<file path="src/rtl/mc_control_if.sv">
// Bundle of signals between the multicycle main control FSM and the MIPS datapath.
// The controller uses the master side; the datapath/memory uses the slave side.
interface mc_control_if;
    logic [5:0] opcode;
    logic       zero;
    logic       mem_ready;
    logic       pc_en;
    logic       iord;
    logic       mem_read;
    logic       mem_write;
    logic       ir_write;
    logic       reg_dst;
    logic       mem_to_reg;
    logic       reg_write;
    logic       alu_src_a;
    logic [1:0] alu_src_b;
    logic [1:0] aluop;
    logic [1:0] pc_source;
    logic       illegal_op;
    logic [3:0] state;

    modport master (
        input  opcode, zero, mem_ready,
        output pc_en, iord, mem_read, mem_write, ir_write, reg_dst, mem_to_reg,
               reg_write, alu_src_a, alu_src_b, aluop, pc_source, illegal_op, state
    );

    modport slave (
        output opcode, zero, mem_ready,
        input  pc_en, iord, mem_read, mem_write, ir_write, reg_dst, mem_to_reg,
               reg_write, alu_src_a, alu_src_b, aluop, pc_source, illegal_op, state
    );
endinterface

</file>
<file path="src/rtl/mc_control.sv">
// Multicycle MIPS main control FSM: sequences fetch/decode/execute/memory/write-back
// and drives every datapath select and enable, stalling on the memory ready handshake.
module mc_control #(
    parameter bit USE_MEM_READY = 1'b1
) (
    input logic         clk,
    input logic         rst_n,
    mc_control_if.master bus
);
    typedef enum logic [3:0] {
        FETCH   = 4'd0,
        DECODE  = 4'd1,
        MEMADR  = 4'd2,
        MEMRD   = 4'd3,
        MEMWB   = 4'd4,
        MEMWR   = 4'd5,
        RTYPEEX = 4'd6,
        RTYPEWB = 4'd7,
        BEQEX   = 4'd8,
        ADDIEX  = 4'd9,
        ADDIWB  = 4'd10,
        JEX     = 4'd11
    } state_t;

    localparam logic [5:0] OP_RTYPE = 6'b000000;
    localparam logic [5:0] OP_LW    = 6'b100011;
    localparam logic [5:0] OP_SW    = 6'b101011;
    localparam logic [5:0] OP_BEQ   = 6'b000100;
    localparam logic [5:0] OP_ADDI  = 6'b001000;
    localparam logic [5:0] OP_J     = 6'b000010;

    state_t     state_q, state_d;
    logic       ready;
    logic       pc_write, branch;
    logic       iord, mem_read, mem_write, ir_write, reg_dst, mem_to_reg, reg_write;
    logic       alu_src_a, illegal_op;
    logic [1:0] alu_src_b, aluop, pc_source;

    assign ready = USE_MEM_READY ? bus.mem_ready : 1'b1;

    always_ff @(posedge clk or negedge rst_n) begin
        if (!rst_n) state_q <= FETCH;
        else        state_q <= state_d;
    end

    always_comb begin
        state_d    = FETCH;
        pc_write   = 1'b0;
        branch     = 1'b0;
        iord       = 1'b0;
        mem_read   = 1'b0;
        mem_write  = 1'b0;
        ir_write   = 1'b0;
        reg_dst    = 1'b0;
        mem_to_reg = 1'b0;
        reg_write  = 1'b0;
        alu_src_a  = 1'b0;
        alu_src_b  = 2'b00;
        aluop      = 2'b00;
        pc_source  = 2'b00;
        illegal_op = 1'b0;
        case (state_q)
            FETCH: begin
                mem_read  = 1'b1;
                alu_src_b = 2'b01;
                ir_write  = ready;
                pc_write  = ready;
                state_d   = ready ? DECODE : FETCH;
            end
            DECODE: begin
                // Branch target is precomputed here so BEQEX can use ALUOut.
                alu_src_b = 2'b11;
                case (bus.opcode)
                    OP_LW, OP_SW: state_d = MEMADR;
                    OP_RTYPE:     state_d = RTYPEEX;
                    OP_BEQ:       state_d = BEQEX;
                    OP_ADDI:      state_d = ADDIEX;
                    OP_J:         state_d = JEX;
                    default: begin
                        state_d    = FETCH;
                        illegal_op = 1'b1;
                    end
                endcase
            end
            MEMADR: begin
                alu_src_a = 1'b1;
                alu_src_b = 2'b10;
                state_d   = (bus.opcode == OP_LW) ? MEMRD : MEMWR;
            end
            MEMRD: begin
                mem_read = 1'b1;
                iord     = 1'b1;
                state_d  = ready ? MEMWB : MEMRD;
            end
            MEMWB: begin
                reg_write  = 1'b1;
                mem_to_reg = 1'b1;
                state_d    = FETCH;
            end
            MEMWR: begin
                mem_write = 1'b1;
                iord      = 1'b1;
                state_d   = ready ? FETCH : MEMWR;
            end
            RTYPEEX: begin
                alu_src_a = 1'b1;
                aluop     = 2'b10;
                state_d   = RTYPEWB;
            end
            RTYPEWB: begin
                reg_write = 1'b1;
                reg_dst   = 1'b1;
                state_d   = FETCH;
            end
            BEQEX: begin
                alu_src_a = 1'b1;
                aluop     = 2'b01;
                pc_source = 2'b01;
                branch    = 1'b1;
                state_d   = FETCH;
            end
            ADDIEX: begin
                alu_src_a = 1'b1;
                alu_src_b = 2'b10;
                state_d   = ADDIWB;
            end
            ADDIWB: begin
                reg_write = 1'b1;
                state_d   = FETCH;
            end
            JEX: begin
                pc_write  = 1'b1;
                pc_source = 2'b10;
                state_d   = FETCH;
            end
            default: state_d = FETCH;
        endcase
    end

    // Reset gates every output combinationally so nothing fires while rst_n is low.
    assign bus.pc_en      = rst_n & (pc_write | (branch & bus.zero));
    assign bus.iord       = rst_n & iord;
    assign bus.mem_read   = rst_n & mem_read;
    assign bus.mem_write  = rst_n & mem_write;
    assign bus.ir_write   = rst_n & ir_write;
    assign bus.reg_dst    = rst_n & reg_dst;
    assign bus.mem_to_reg = rst_n & mem_to_reg;
    assign bus.reg_write  = rst_n & reg_write;
    assign bus.alu_src_a  = rst_n & alu_src_a;
    assign bus.alu_src_b  = {2{rst_n}} & alu_src_b;
    assign bus.aluop      = {2{rst_n}} & aluop;
    assign bus.pc_source  = {2{rst_n}} & pc_source;
    assign bus.illegal_op = rst_n & illegal_op;
    assign bus.state      = {4{rst_n}} & state_q;
endmodule

</file>
<file path="src/flat_wrapper.sv">
// flat-port wrapper written by rule: the top's interface ports become plain ports
module mc_control_flat 
#(
    parameter bit USE_MEM_READY = 1'b1
)
  (clk, rst_n, bus_opcode, bus_zero, bus_mem_ready, bus_pc_en, bus_iord, bus_mem_read, bus_mem_write, bus_ir_write, bus_reg_dst, bus_mem_to_reg, bus_reg_write, bus_alu_src_a, bus_alu_src_b, bus_aluop, bus_pc_source, bus_illegal_op, bus_state);
  mc_control_if bus_i ();
  input logic clk;
  input logic rst_n;
  input wire logic [$bits(bus_i.opcode)-1:0] bus_opcode;
  input wire logic [$bits(bus_i.zero)-1:0] bus_zero;
  input wire logic [$bits(bus_i.mem_ready)-1:0] bus_mem_ready;
  output wire logic [$bits(bus_i.pc_en)-1:0] bus_pc_en;
  output wire logic [$bits(bus_i.iord)-1:0] bus_iord;
  output wire logic [$bits(bus_i.mem_read)-1:0] bus_mem_read;
  output wire logic [$bits(bus_i.mem_write)-1:0] bus_mem_write;
  output wire logic [$bits(bus_i.ir_write)-1:0] bus_ir_write;
  output wire logic [$bits(bus_i.reg_dst)-1:0] bus_reg_dst;
  output wire logic [$bits(bus_i.mem_to_reg)-1:0] bus_mem_to_reg;
  output wire logic [$bits(bus_i.reg_write)-1:0] bus_reg_write;
  output wire logic [$bits(bus_i.alu_src_a)-1:0] bus_alu_src_a;
  output wire logic [$bits(bus_i.alu_src_b)-1:0] bus_alu_src_b;
  output wire logic [$bits(bus_i.aluop)-1:0] bus_aluop;
  output wire logic [$bits(bus_i.pc_source)-1:0] bus_pc_source;
  output wire logic [$bits(bus_i.illegal_op)-1:0] bus_illegal_op;
  output wire logic [$bits(bus_i.state)-1:0] bus_state;
  assign bus_i.opcode = bus_opcode;
  assign bus_i.zero = bus_zero;
  assign bus_i.mem_ready = bus_mem_ready;
  assign bus_pc_en = bus_i.pc_en;
  assign bus_iord = bus_i.iord;
  assign bus_mem_read = bus_i.mem_read;
  assign bus_mem_write = bus_i.mem_write;
  assign bus_ir_write = bus_i.ir_write;
  assign bus_reg_dst = bus_i.reg_dst;
  assign bus_mem_to_reg = bus_i.mem_to_reg;
  assign bus_reg_write = bus_i.reg_write;
  assign bus_alu_src_a = bus_i.alu_src_a;
  assign bus_alu_src_b = bus_i.alu_src_b;
  assign bus_aluop = bus_i.aluop;
  assign bus_pc_source = bus_i.pc_source;
  assign bus_illegal_op = bus_i.illegal_op;
  assign bus_state = bus_i.state;
  mc_control #(.USE_MEM_READY(USE_MEM_READY)) u_core (.clk(clk), .rst_n(rst_n), .bus(bus_i));
endmodule
</file>
<file path="config.mk">
export PLATFORM = sky130hd
export DESIGN_NAME = mc_control_flat
export DESIGN_NICKNAME = d
export VERILOG_FILES = /design/src/rtl/mc_control_if.sv /design/src/rtl/mc_control.sv /design/src/flat_wrapper.sv
export SDC_FILE = /design/constraint.sdc
export NUM_CORES = 1
export LEC_CHECK = 0
export BUFFER_PORTS_ARGS = -buffer_cell sky130_fd_sc_hd__buf_4
export CAP_MARGIN = 20
export CORE_MARGIN = 2
export CORE_UTILIZATION = 43
export DETAILED_ROUTE_END_ITERATION = 7
export GPL_TIMING_DRIVEN = 0
export PLACE_DENSITY = 0.76
export SKIP_LAST_GASP = 1
export SLEW_MARGIN = 10
export SYNTH_ARGS = -nofsm -noshare
export SYNTH_HDL_FRONTEND = slang
export SYNTH_SLANG_ARGS = --single-unit
export TNS_END_PERCENT = 10
</file>
<file path="constraint.sdc">
create_clock -name clk -period 2 [get_ports clk]
set_clock_uncertainty 0.15 [all_clocks]
set_input_delay 0.3 -clock clk [delete_from_list [all_inputs] [get_ports clk]]
set_output_delay 0.3 -clock clk [all_outputs]
set_load 0.005 [all_outputs]
</file>
==> metrics.yaml, run 1 <==
crit_type: "in -> out"
wirelength_mm: 1.59
cp.arrival_ns: 1.50
die_area_mm2: 0.00165
pre_cts_ws_ns: 0.199
cpPeakStageDelay_ns: 0.55
synthDistinctLibCells: 35
period_needed_ns: 1.95
cp_slowest_cell: "dlygate4sd3_1"
cts_buffers: 3
clock-sinks: 4
die_w_um: 40.6
place_area_um2: 806
ys_async_sr_fraction_pct: 100
wire_per_inst_um: 12.2
syn_to_final_growth_pct: 48.4
ys_dominant_reg_cell: "dfrtp_1"
diodes: 0
yosys_register_bits: 4
drt_first_pass_iters: 4
cp_cell_sequence: "dlygate4sd3_1, buf_6, and2_1, and4_1, buf_4"
fp.dieH_um: 40.6
avgSynthCellArea_um2: 6.95
synth_fp_nets: 93
total_power_mw: 0.445
cts.path.max_buffers: 2
cts_max_level: 1
maxCapViolCount: 0
clkSlewWorstSetupHoldPaths_ns: 0.04
largest_reg_flops: 4
top_regs: "u_core.state_q (4)"
worst_pin_slew_ns: 0.347
post-route-util_pct: 67.5
num_vias: 734
rsz0062_at_grt: "yes"
syn_area_um2: 577
regArea_um2: 101
syn_inst: 83
drc: 0
fmax_mhz: 513
ir_drop_mv: 0.331
nets: 127
cp-start-kind: "input pin"
track_usage_pct: 21.9
drive_gt1_share_pct: 37.4
setup_viol: 0
portBuffers: 28
fin_cells: 130
setup_ws_ns: 0.0491
period_share_pct: 97.5
power.density_mw_per_mm2: 520
grt_pass1_wl_mm: 2.38
start_util_pct: 45.5
post_drt_via_cell_ratio: 5.65
gr-total-overflow: 0
largest_register: "u_core.state_q"
path_max_fanout: 13
fin_tns_setup_ns: 0
finalHoldWorstSlack_ns: 0.270
synth_edf_count: 0
boundaryPins: 30
grt_max_degree: 14
fill_cells: 120
postCtsSetupBuffers: 0
p_leak_nw: 0.397
hold_viol_final: 0
hold_path.class: "in -> async"
dp_cells: 126
layout_common_cells: "buf_4, nor2_1, nand2_1"
rows: 13
core-area_mm2: 0.00127
maxSlewViolCount: 0
drt_iter0_drc: 18
multi_input_area_um2: 429
cts_tree: "done"
worst_setup_path_end_kind: "output pin"
ys_warn_count: 0
required_ns: 1.55
grt_antenna_before_repair: 0
max-slew-margin-rel_pct: 76.8
gp_congestion: 0.830
yosysSeqAreaShare_pct: 17.4
ant_nets: 0
grt_pass1_vias: 539
dpl.hpwl_mm: 1.17
mostFrequentLayoutCell: "buf_4"
outcome: "complete, no violations"
clock_latency_ns: 0.24
ctsRootBufferMaster: "clkbuf_4"
final_area_um2: 856
-- where the power goes --
group	switching (mW)	internal [mW]
sequential	0.0113	0.0912
clock	0.0345	0.0672
combinational	0.123	0.118
-- synthesized netlist by cell type, drive strengths merged (2+ instances only) --
cell type | count | area, um2
nor2b | 3 | 18.8
o21ai | 2 | 10.0
inv | 2 | 7.51
nand2 | 10 | 37.5
dfrtp | 4 | 100
and2 | 4 | 25.0
nand2b | 3 | 18.8
or3 | 2 | 13.8
nor2 | 15 | 56.3
a21oi | 5 | 28.8
nand3 | 2 | 10.0
xnor2 | 2 | 17.5
buf | 3 | 33.8
nor4 | 2 | 12.5
nor3b | 2 | 15.0
or4 | 2 | 18.8
nor3 | 5 | 25.0
-- routing by layer --
metal	global-route usage, %	routed length (um)	up-vias
met5	0	0	-
met4	12.5	19	0
met3	3.26	113	3
met2	34.9	758	37
met1	28.0	695	333
li1	-	-	361
-- cell type report --
type / count / area share, %
Clock buffer: 3 / 2.63
Timing Repair Buffer: 29 / 26.2
Tap cell: 15 / 2.19
Inverter: 2 / 0.877
Multi-Input combinational cell: 72 / 50.1
Sequential cell: 4 / 11.8
Buffer: 5 / 6.14
-- kinds of logic after synthesis --
| family | synth area share [%] |
|---|---|
| xor+xnor | 4.56 |
| flops | 17.4 |
| buf+inv | 9.76 |
| mux | 1.74 |
| simple gates | 46.6 |
| compound gates | 20.0 |
-- critical path, delay by kind of cell --
family,cells,cell delay (ns)
simple gates,2,0.37
buf+inv,3,0.83
-- path summary, 6_finish.rpt --
path,startpoint,to,slack [ns],depth (start not counted)
max in group asynchronous,rst_n,u_core.state_q[1]$_DFF_PN0_,1.30,2
min in group clk,bus_mem_ready,u_core.state_q[0]$_DFF_PN0_,0.29,3
hold reg to reg,u_core.state_q[1]$_DFF_PN0_,u_core.state_q[3]$_DFF_PN0_,0.50,2
setup reg to reg,u_core.state_q[1]$_DFF_PN0_,u_core.state_q[1]$_DFF_PN0_,0.31,4
setup / recovery,rst_n,bus_pc_source[1],0.05,5
hold / removal,rst_n,u_core.state_q[3]$_DFF_PN0_,0.27,2
-- timing repair --
item,in CTS,in global routing
endpoints found under the setup margin,1,5
resized for setup,2,6
hold buffers,1,0
endpoints found under the hold margin,4,0
Note: power is estimated with default switching activity, not from simulation.
==> inputs of run 2 (changes only) <==
==> constraint.sdc (replaced) <==
create_clock -name clk -period 2 [get_ports clk]
set_clock_uncertainty 0.15 [all_clocks]
set_input_delay 0.3 -clock clk [delete_from_list [all_inputs] [get_ports clk]]
set_output_delay 0.3 -clock clk [all_outputs]
set_load 0.05 [all_outputs]
==> run 2 against run 1 <==
Net effect:
- the run now ends with setup timing left
- routed wire length increased by 5.2%
- first-iteration DRC count decreased by 28%
- clock-buffer cell count unchanged
- global-route usage increased by 1.7 points
- total power increased by 25%
- hold slack improved by 0.034 ns
- critical path type is now reg -> out
- critical endpoint is now bus_pc_en
==> metrics.yaml, run 2 (synthesis results as in run 1) <==
outcome: "finished, violations left"
violations: "setup timing"
worst_pin_slew_ns: 0.402  # +0.0548 ns
required_ns: 1.55  # about the same
drt_first_pass_iters: 4  # unchanged
mostFrequentLayoutCell: "buf_4"
largest_register: "u_core.state_q"
rr_worst_depth: 4  # unchanged
clock_latency_ns: 0.24  # about the same
r2r_setup_slack_ns: 0.32  # about the same
ctsRootBufferMaster: "clkbuf_4"
rsz0062_at_grt: "yes"
finalHoldWorstSlack_ns: 0.304  # +0.0339 ns
drive_gt1_share_pct: 39.1  # +1.7 points
power.density_mw_per_mm2: 643  # +24%
cts_max_level: 1  # unchanged
largest_reg_flops: 4  # unchanged
num_vias: 714  # -2.7%
ant_nets: 0  # unchanged
dp_cells: 126  # unchanged
hold_path.class: "in -> reg"
nets: 127  # unchanged
ir_drop_mv: 0.354  # +6.7%
setup_ws_ns: -0.00258  # -0.0517 ns
setup_viol: 1  # +1
layout_common_cells: "buf_4, nor2_1, nand2_1"
core-area_mm2: 0.00127  # unchanged
grt_pass1_wl_mm: 2.59  # +9.0%
drc: 0  # unchanged
drt_iter0_drc: 13  # -5
clkSlewWorstSetupHoldPaths_ns: 0.04  # about the same
start_util_pct: 45.5  # unchanged
cts_buffers: 3  # unchanged
r2r_end: "u_core.state_q[1]$_DFF_PN0_"
fin_tns_setup_ns: -0.00258  # -0.00258 ns
cts_tree: "done"
maxSlewViolCount: 0  # unchanged
maxCapViolCount: 0  # unchanged
p_leak_nw: 0.401  # +0.98%
period_needed_ns: 2.00  # +0.0517 ns
path_max_fanout: 10  # -3
cp-start-kind: "flip-flop"
wirelength_mm: 1.67  # +5.2%
grt_pass1_vias: 619  # +15%
post_drt_via_cell_ratio: 5.49  # -2.7%
cp.arrival_ns: 1.55  # +0.05 ns
die_w_um: 40.6  # unchanged
clock-sinks: 4  # unchanged
period_share_pct: 100  # +2.6 points
grt_antenna_before_repair: 0  # unchanged
fill_cells: 111  # -7.5%
track_usage_pct: 23.6  # +1.7 points
crit_type: "reg -> out"
max-slew-margin-rel_pct: 73.2  # -3.7 points
diodes: 0  # unchanged
worst_setup_path_end_kind: "output pin"
regToRegStartpoint: "u_core.state_q[1]$_DFF_PN0_"
fin_cells: 130  # unchanged
postCtsSetupBuffers: 0  # unchanged
wire_per_inst_um: 12.8  # +5.2%
fp.dieH_um: 40.6  # unchanged
gr-total-overflow: 0  # unchanged
startpoint: "u_core.state_q[1]$_DFF_PN0_"
boundaryPins: 30  # unchanged
rows: 13  # unchanged
grt_max_degree: 11  # -3
die_area_mm2: 0.00165  # unchanged
total_power_mw: 0.558  # +25%
portBuffers: 28  # unchanged
dpl.hpwl_mm: 1.22  # +4.3%
hold_viol_final: 0  # unchanged
fmax_mhz: 499  # -2.6%
gp_congestion: 0.787  # -5.1%
cp-endpoint: "bus_pc_en"
syn_to_final_growth_pct: 50.5
top_regs: "u_core.state_q (4)"
cts.path.max_buffers: 2  # unchanged
run 2: what timing repair did:
action	in CTS	in global routing
resized for setup	4	2
endpoints found under the hold margin	4	0
hold buffers	1	0
setup endpoints to repair	1	6
run 2: critical path, stage by stage (launching register included):
cell	delay (ns)
dfrtp_1	0.41
clkbuf_4	0.21
nor2_2	0.13
nand2_1	0.08
a311oi_2	0.29
buf_6	0.20
run 2: power by group:
group          switching, mW  internal, mW  leakage [nW]
logic                  0.230         0.125         0.334
clock network         0.0343        0.0671        0.0138
registers             0.0109        0.0909        0.0536
total                  0.275         0.283         0.401
run 2: area by class of cell:
cell class                      instances  area [um2]  share of cell area, %
Buffer                                  5        52.6                   6.05
Timing Repair Buffer                   29         224                   25.8
Tap cell                               15        18.8                   2.16
Sequential cell                         4         100                   11.5
Multi-Input combinational cell         72         443                   51.0
Inverter                                2        7.51                  0.865
Clock buffer                            3        22.5                   2.59
run 2: metal layers:
metal	vias to the layer above	global-route usage (%)	routed length (um)
met5	-	0	0
met1	322	28.9	721
met3	0	3.26	116
met4	0	12.5	0
met2	34	39.7	830
li1	358	-	-
run 2: worst min-delay path by stage:
stage | start | to | slack [ns] | depth (start not counted)
3_3_place_gp | rst_n | u_core.state_q[3]$_DFF_PN0_ | -0.02 | 1
6_report | bus_mem_ready | u_core.state_q[0]$_DFF_PN0_ | 0.30 | 3
4_1_cts | bus_mem_ready | u_core.state_q[0]$_DFF_PN0_ | 0.30 | 3
5_1_grt | bus_mem_ready | u_core.state_q[0]$_DFF_PN0_ | 0.35 | 3
2_1_floorplan | rst_n | u_core.state_q[0]$_DFF_PN0_ | -0.15 | 0
3_5_place_dp | rst_n | u_core.state_q[3]$_DFF_PN0_ | -0.02 | 1
run 2: stage by stage:
stage / instance area [um2] / util [%] / worst slack [ns]
floorplan: 589 / - / -0.299
global placement: 818 / 64.5 / 0.0995
detailed placement: 818 / 64.5 / 0.117
CTS: 861 / 67.9 / 0.0103
global route: 868 / 68.4 / -0.0560
finish: 868 / 68.4 / -0.00258
